`config.mk`:
```
export PLATFORM = sky130hd
export DESIGN_NAME = hazard_stall_ctrl
export DESIGN_NICKNAME = d
export VERILOG_FILES = /design/src/rtl/riscv_pipe_pkg.sv /design/src/rtl/mdu_occupancy_counter.sv /design/src/rtl/hazard_stall_ctrl.sv
export SDC_FILE = /design/constraint.sdc
export NUM_CORES = 1
export LEC_CHECK = 0
export ABC_AREA = 1
export BUFFER_PORTS_ARGS = -buffer_cell sky130_fd_sc_hd__clkbuf_2
export CORE_MARGIN = 4
export CORE_UTILIZATION = 50
export DETAILED_ROUTE_END_ITERATION = 6
export HOLD_SLACK_MARGIN = 0.15
export PLACE_DENSITY = 0.89
export SETUP_SLACK_MARGIN = 0.2
export SYNTH_ARGS = -nofsm -noshare
export SYNTH_HDL_FRONTEND = slang
export SYNTH_HIERARCHICAL = 1
export SYNTH_SLANG_ARGS = --single-unit
```
`constraint.sdc`:
```
create_clock -name clk -period 2 [get_ports clk]
set_clock_uncertainty 0.2 [all_clocks]
set_input_delay 0.1 -clock clk [delete_from_list [all_inputs] [get_ports clk]]
set_output_delay 0.1 -clock clk [all_outputs]
set_load 0.03 [all_outputs]
```
`src/rtl/riscv_pipe_pkg.sv`:
```
// Shared pipeline-control definitions: sequencer state encoding, default MDU latencies and the
// architectural zero register.
package riscv_pipe_pkg;

    typedef enum logic {
        StRun     = 1'b0,
        StMduBusy = 1'b1
    } pipe_state_e;

    localparam int unsigned MUL_LAT_DEF = 3;
    localparam int unsigned DIV_LAT_DEF = 34;
    localparam logic [4:0]  REG_ZERO    = 5'd0;

endpackage

```
`src/rtl/mdu_occupancy_counter.sv`:
```
// Six-bit down counter tracking how many more stall cycles a multi-cycle MDU op needs in Execute.
module mdu_occupancy_counter (
    input  logic       clk,
    input  logic       rst,
    input  logic       load,
    input  logic [5:0] load_val,
    input  logic       dec,
    output logic       zero
);

    logic [5:0] cnt_q;

    always_ff @(posedge clk or negedge rst) begin
        if (!rst) begin
            cnt_q <= 6'd0;
        end else if (load) begin
            cnt_q <= load_val;
        end else if (dec) begin
            cnt_q <= cnt_q - 6'd1;
        end
    end

    assign zero = (cnt_q == 6'd0);

endmodule

```
`src/rtl/hazard_stall_ctrl.sv`:
```
// Pipeline sequencing controller: load-use stalls, taken-branch flushes and MUL/DIV occupancy of
// Execute, plus a saturating count of front-end stall cycles.
module hazard_stall_ctrl
    import riscv_pipe_pkg::*;
#(
    parameter int unsigned MUL_LAT = MUL_LAT_DEF,
    parameter int unsigned DIV_LAT = DIV_LAT_DEF,
    parameter int unsigned CNT_W   = 32
) (
    input  logic             clk,
    input  logic             rst,
    input  logic [4:0]       Rs1D,
    input  logic [4:0]       Rs2D,
    input  logic [4:0]       RdE,
    input  logic             LoadE,
    input  logic             PCSrcE,
    input  logic             MduStartE,
    input  logic             MduIsDivE,
    output logic             StallF,
    output logic             StallD,
    output logic             StallE,
    output logic             FlushD,
    output logic             FlushE,
    output logic             FlushM,
    output logic             MduValidE,
    output logic             MduBusy,
    output logic [CNT_W-1:0] StallCount
);

    localparam logic [6:0] MulLatW = 7'(MUL_LAT);
    localparam logic [6:0] DivLatW = 7'(DIV_LAT);

    pipe_state_e state_q, state_d;
    logic        lw_stall;
    logic [6:0]  sel_lat;
    logic [5:0]  cnt_init;
    logic        cnt_load, cnt_dec, cnt_zero;
    logic [CNT_W-1:0] stall_count_q;

    assign lw_stall = LoadE && (RdE != REG_ZERO) && ((RdE == Rs1D) || (RdE == Rs2D));
    assign sel_lat  = MduIsDivE ? DivLatW : MulLatW;
    // The start cycle itself is the first stall, so the counter covers the remaining LAT-2.
    assign cnt_init = 6'(sel_lat - 7'd2);

    mdu_occupancy_counter u_occ (
        .clk      (clk),
        .rst      (rst),
        .load     (cnt_load),
        .load_val (cnt_init),
        .dec      (cnt_dec),
        .zero     (cnt_zero)
    );

    always_ff @(posedge clk or negedge rst) begin
        if (!rst) begin
            state_q <= StRun;
        end else begin
            state_q <= state_d;
        end
    end

    always_comb begin
        state_d   = state_q;
        cnt_load  = 1'b0;
        cnt_dec   = 1'b0;
        StallF    = 1'b0;
        StallD    = 1'b0;
        StallE    = 1'b0;
        FlushD    = 1'b0;
        FlushE    = 1'b0;
        FlushM    = 1'b0;
        MduValidE = 1'b0;
        MduBusy   = 1'b0;

        unique case (state_q)
            StRun: begin
                StallF = lw_stall;
                StallD = lw_stall;
                FlushD = PCSrcE;
                FlushE = lw_stall | PCSrcE;
                if (MduStartE) begin
                    if (sel_lat == 7'd1) begin
                        MduValidE = 1'b1;
                    end else begin
                        StallF   = 1'b1;
                        StallD   = 1'b1;
                        StallE   = 1'b1;
                        FlushM   = 1'b1;
                        FlushD   = 1'b0;
                        FlushE   = 1'b0;
                        cnt_load = 1'b1;
                        state_d  = StMduBusy;
                    end
                end
            end
            StMduBusy: begin
                MduBusy = 1'b1;
                if (!cnt_zero) begin
                    StallF  = 1'b1;
                    StallD  = 1'b1;
                    StallE  = 1'b1;
                    FlushM  = 1'b1;
                    cnt_dec = 1'b1;
                end else begin
                    MduValidE = 1'b1;
                    state_d   = StRun;
                end
            end
            default: state_d = StRun;
        endcase

        // Outputs are squashed for the whole reset window, not just after the first edge.
        if (!rst) begin
            StallF    = 1'b0;
            StallD    = 1'b0;
            StallE    = 1'b0;
            FlushD    = 1'b0;
            FlushE    = 1'b0;
            FlushM    = 1'b0;
            MduValidE = 1'b0;
            MduBusy   = 1'b0;
        end
    end

    always_ff @(posedge clk or negedge rst) begin
        if (!rst) begin
            stall_count_q <= '0;
        end else if (StallF && (stall_count_q != {CNT_W{1'b1}})) begin
            stall_count_q <= stall_count_q + CNT_W'(1);
        end
    end

    assign StallCount = stall_count_q;

endmodule
```
Word-level counts from Yosys, hierarchy flattened
Index checks and enable logic that the tools add are counted.

Register bits: 39. Output and inout port bits: 40. Bits of input ports: 21.

Eq/ne operators: 4. Mux-type cells: 29. Reductions and logical operators: 7. Bitwise gates (word level): 2. Add/sub/neg operators: 3.

Operators with widths (count): 32-bit by 1-bit adder with 32-bit output, second input constant (1); 32-bit inequality test, second input constant (1); 1-bit two-way mux (23); 6-bit two-way mux (3); 5-bit equality test (2); 6-bit by 1-bit equality test with 1-bit output, second input constant (1); 6-bit logical NOT (1); 1-bit one-hot mux with 2 select lines (3); 6-bit by 1-bit subtractor with 6-bit output, second input constant (1); 6-bit by 2-bit subtractor with 6-bit output, second input constant (1); 5-bit nonzero test (1); 1-bit logical AND (3); 2-bit nonzero test (1); 1-bit logical OR (1); 1-bit inverter (1); 1-bit OR (1).

Depth between registers and ports, before layout
Word-level depth: 8. Mapped depth: 13.

Modules after synthesis
Netlist, hierarchy kept.

Modules (own cells, without submodules): hazard_stall_ctrl (cells each 410, instances 1, area each 2553.7 um^2); mdu_occupancy_counter (cells each 51, instances 1, area each 397.9 um^2).

Worst setup path after synthesis
OpenSTA, ideal clock, no wires.

Path kind: register to register. Start point: reg stall_count_q[0], in the netlist StallCount[0]. End point: reg stall_count_q[24], in the netlist StallCount[24]. Period minus slack after synthesis: 2111 ps. Data required time: 1681 ps. Slack: -111 ps. Cell stages (with the launch flop): 10. Library setup time: 119 ps. Arrival: 1793 ps. Cell sequence: dfrtp_1 > ha_1 > nand3_2 > nor2_4 > nand2_2 > nor2_4 > nand3b_4 > buf_2 > nand3_1 > nand2_1.

Cells in the longest elaborated chain, start to end: 2. Elaborated cells between the ends (all ways): 3. Classes of those cells: 1 x add/sub; 1 x eq/ne; 1 x reduce/logical.

Ends and longest elaborated chain: start: declaration (line hazard_stall_ctrl.sv:38) `logic [CNT_W-1:0] stall_count_q;`; start signal: assignment (line hazard_stall_ctrl.sv:129) `stall_count_q <= stall_count_q + CNT_W'(1);`; branches (longest 2 deep; another with 32-bit by 1-bit adder with 32-bit output).

Several ways; the timed one is not identified. A chain may end at the register's enable or synchronous reset.

Worst setup path after layout
Start point: reg u_occ.cnt_q[0]. End point: out StallD.

Cells in the longest elaborated chain, start to end: 4.

Ends and longest elaborated chain: start: declaration (line mdu_occupancy_counter.sv:11) `logic [5:0] cnt_q;`; start signal: assignment (line mdu_occupancy_counter.sv:17) `cnt_q <= load_val;`; start signal: assignment (line mdu_occupancy_counter.sv:19) `cnt_q <= cnt_q - 6'd1;`; 6-bit logical NOT (line mdu_occupancy_counter.sv:23) `assign zero = (cnt_q == 6'd0);`; via cnt_zero (line hazard_stall_ctrl.sv:37) `logic cnt_load, cnt_dec, cnt_zero;`; 1-bit two-way mux (line hazard_stall_ctrl.sv:98) `if (!cnt_zero) begin`; 1-bit one-hot mux with 2 select lines (line hazard_stall_ctrl.sv:75) `unique case (state_q)`; 1-bit two-way mux (line hazard_stall_ctrl.sv:113) `if (!rst) begin`; end: declaration (line hazard_stall_ctrl.sv:20) `output logic StallD,`.

The timed path passes the listed nets, and every way through them passes these cells.

==> results.md <==
- Setup violations remaining at the end of the flow were counted as 37.
- The cell internal power dissipation is 0.00186 W.
- The clock period minus worst slack is 2.19 ns.
- The power density relative to cell area is 807 nW/um2.
- Among all stages on the critical path, the largest delay is contributed by dfrtp_1.
- Entering global routing, the biggest net connects 23 pins.
- The library cell used most frequently in the layout, excluding fill and tap cells, is nand2_1.
- At the worst endpoint, the arrival time is 1.89 ns.
- Once detail routing completed, the nets flagged for antenna violations numbered 0.
- The first global-routing pass estimated 16.1 mm of wire.
- The width of the die is 84.8 um.
- Of the synthesized area, sequential elements account for 0.331.
- The floorplan die area is 7200 um2.
- The via density per instance is 5.72.
- The classification of the worst setup path is flip-flop to output pin.
- After detailed routing, the average wire length per cell comes to 16.6 um.
- In the global route stage, overall resource usage came out at 0.277.
- The layout-stage area growth over the synthesis result is 38.0%.
- The fill cell instance count of the final layout is 430.
- During synthesis, Yosys emitted a total of 6 warnings.
- For this run, the top clock speed supported by timing is 458 MHz.
- The finished cells cover 4070 um2.
- After clock tree synthesis, the clock-pin slew on the worst setup and hold paths is 0.08 ns.
- Summed over all layers, the routed wires come to 10.6 mm.
- The number of cells produced by synthesis is 461.
- The number of antenna violations at the first check in global routing was 0.
- The worst setup path is captured at an output pin.
- The power spent charging and discharging nets is 0.00143 W.
- The final reports fail on negative setup slack.
- The clock passes through at most 2 buffers.
- The maximum fanout encountered on the critical timing path is 4.
- The share of synthesized area in the top cell type comes to 0.331.
- Of the post-synthesis cell area, the part taken by muxes is 0.
- The total cell area at the placement stage is 3510 um2.
- The number of DRC violations after detailed routing is 0.
- Yosys mapped the design onto 32 distinct sky130hd cell types.
- After synthesis the netlist holds a flip-flop and latch count of 39.
- The signal on the critical path passes through inv_2 -> ha_4 -> nand3_4 -> nor3_4 -> nand2_2 -> inv_2 -> a21oi_4 -> nand2_2 -> nand2_4 -> buf_12 -> clkbuf_16.
- The number of buffers added on ports is 60.
- Ranked by total cell area, the synthesized netlist is headed by dfrtp_1 33%, nand2_1 22%, nand3_1 8.6%.
- The worst setup path is launched from a flip-flop.
- The H-tree was split into 2 levels.
- Before antenna repair, the detailed router went through 6 iterations.
- The compound-cell area share of the yosys netlist was 0.0242.
- The total grt overflow is 0.
- The total power consumption of the routed design is 0.00329 W.
- The final worst slack is -0.185 ns.
- The number of cell rows is 27.
- Of the total power, combinational logic draws 0.502.
- The number of maximum-capacitance constraint violations is 0.
- In this run the standard cell core region covers 5610 um2.
- The synthesized area per cell is 6.40 um2.
- For this block, the initial DRC count from the detailed router was 380.
- The number of global-route vias before repair came to 3464.
- In this run, CTS created clock tree buffers numbering 5.
- The biggest area consumer among synthesized cells is dfrtp_1.
- The data required time at the worst endpoint is 1.70 ns.
- The main combinational cell family by area after synthesis is simple AND/OR/NAND/NOR gates.
- The analysis attributes to cell leakage a power of 2.16 nW.
- The detailed placement HPWL is 6.39 mm.
- The final count of hold timing violations is 0.
- Of the total synthesized cell area, the portion taken by full adders, half adders and majority gates is 0.0127.
- The number of max-slew violations in the final report was 0.
- The area share of and/or/nand/nor cells after synthesis is 0.474.
- The height of the die is 84.8 um.
- The critical path's largest stage delay is 0.43 ns.
- 0 antenna diodes ended up in the layout.
- The period utilization is 1.09.
- Setup repair after global routing could not meet its margin everywhere.
- The path class of the tightest hold or removal check is primary input to asynchronous set/reset pin.
- The last weighted congestion value of the routability-driven placer is 0.892.
- The CTS tree is done.
- Across the VDD grid, the largest voltage drop is 0.513 mV.
- The switching power share of the total is 0.435.
- The clock sink count is 39.
- The number of ports placed on the die boundary is 61.
- The top cell types in the final layout, fill and taps aside, are 169 x nand2_1, 54 x nor2_1, 54 x clkbuf_2.
- The tree is rooted in a clkbuf_8.
- At the later pin of the worst-skew pair, clock insertion delay measures 0.30 ns.
- The netlist area before placement is 2950 um2.
- The run finished, with violations left.
- Of the total power, the clock network draws 0.165.
- Summing over every cut layer, the via total after detailed routing is 3661.
- In the final layout, the share of cells above drive strength 1 is 0.276.
- Of the total power, registers draw 0.333.
- Of the total synthesized cell area, the portion taken by XOR and XNOR cells is 0.0623.
- The initial standard-cell utilization of the core is 0.526.
- After the last flow step, the layout net total stands at 591.
==> registers in the layout, summed over array words and instances (netlist names) <==
name,cells
state_q,1
u_occ/cnt_q,6
StallCount,32
==> cells in the mapped netlist, drive strengths merged <==
master / count
nand2: 176
nor2: 64
inv: 54
nand3: 52
dfrtp: 39
nand4: 11
xor2: 11
buf: 10
xnor2: 10
nor3: 8
nand3b: 7
a22oi: 4
o21ai: 4
ha: 3
a21oi: 2
and2: 1
and3: 1
clkbuf: 1
conb: 1
nor2b: 1
o211ai: 1
==> cells by family after synthesis <==
group / count (synthesis)
flip-flops: 39
XOR/XNOR: 21
AND/OR/NAND/NOR: 321
buffers and inverters: 65
AO/OA/AOI/OAI: 11
other: 1
adder cells (fa/ha/maj): 3
==> repair_timing <==
| item | CTS | global route |
|---|---|---|
| pin swaps | 10 | 7 |
| buffers inserted | 14 | 5 |
| hold buffers | 3 | 0 |
| endpoints found under the setup margin | 37 | 41 |
| cloned | 4 | 0 |
| hold endpoints to repair | 42 | 0 |
| gates resized for setup | 29 | 24 |
==> critical path: cells and delay by family, from the launching register on <==
kind	cells	cell delay (ns)
AOI/OAI and AO/OA	1	0.05
adders and majority gates	1	0.14
buffers and inverters	4	0.48
DFF	1	0.43
and+or+nand+nor	5	0.50
==> cell type report <==
type                       count  area [um2]  area share
tap                           72        90.1      0.0221
inverter                      54         205      0.0504
timing repair buffer         105         817       0.201
clock buffer                   7        76.3      0.0187
multi-input combinational    362        1890       0.465
clock inverter                 1        5.00     0.00123
sequential                    39         986       0.242
==> power by group through the flow <==
stage               sequential (W)  combinational [W]  clock [W]
floorplan                  0.00116           0.000712          0
global placement           0.00108            0.00109          0
detailed placement         0.00108            0.00113          0
CTS                        0.00106            0.00145   0.000542
global route               0.00111            0.00174   0.000578
finish                     0.00109            0.00165   0.000541
==> metrics by stage <==
stage	std cells	setup WS, ns	util	TNS [ns]	hold slack [ns]
5_1_grt	640	-0.252	0.726	-6.42	0.304
3_5_place_dp	606	-0.0776	0.626	-1.67	-0.0603
2_1_floorplan	464	0.120	-	0	-0.396
4_1_cts	635	-0.138	0.704	-1.72	0.202
3_3_place_gp	606	0.0659	0.626	0	-0.0706
6_report	640	-0.185	0.726	-3.86	0.294
==> layer usage <==
metal	vias to the layer above	global-route usage	part of all wire
met5	-	0	0
met4	0	0.154	0.048
met3	45	0.0573	0.10
met2	283	0.455	0.48
met1	1686	0.340	0.37
li1	1647	-	-
==> worst paths after layout <==
check | slack, ns | startpoint | cells past startpoint | endpoint
max | -0.19 | u_occ/cnt_q[0]$_DFFE_PN0P_ | 11 | StallD
min | 0.29 | rst | 3 | state_q$_DFF_PN0_
max reg2reg | -0.15 | u_occ/cnt_q[0]$_DFFE_PN0P_ | 14 | StallCount[27]$_DFFE_PN0P_
min reg2reg | 0.33 | StallCount[29]$_DFFE_PN0P_ | 2 | StallCount[29]$_DFFE_PN0P_
max in group asynchronous | 1.14 | rst | 3 | StallCount[16]$_DFFE_PN0P_
min in group clk | 0.33 | StallCount[29]$_DFFE_PN0P_ | 2 | StallCount[29]$_DFFE_PN0P_
Note: power is estimated with default switching activity, not from simulation.
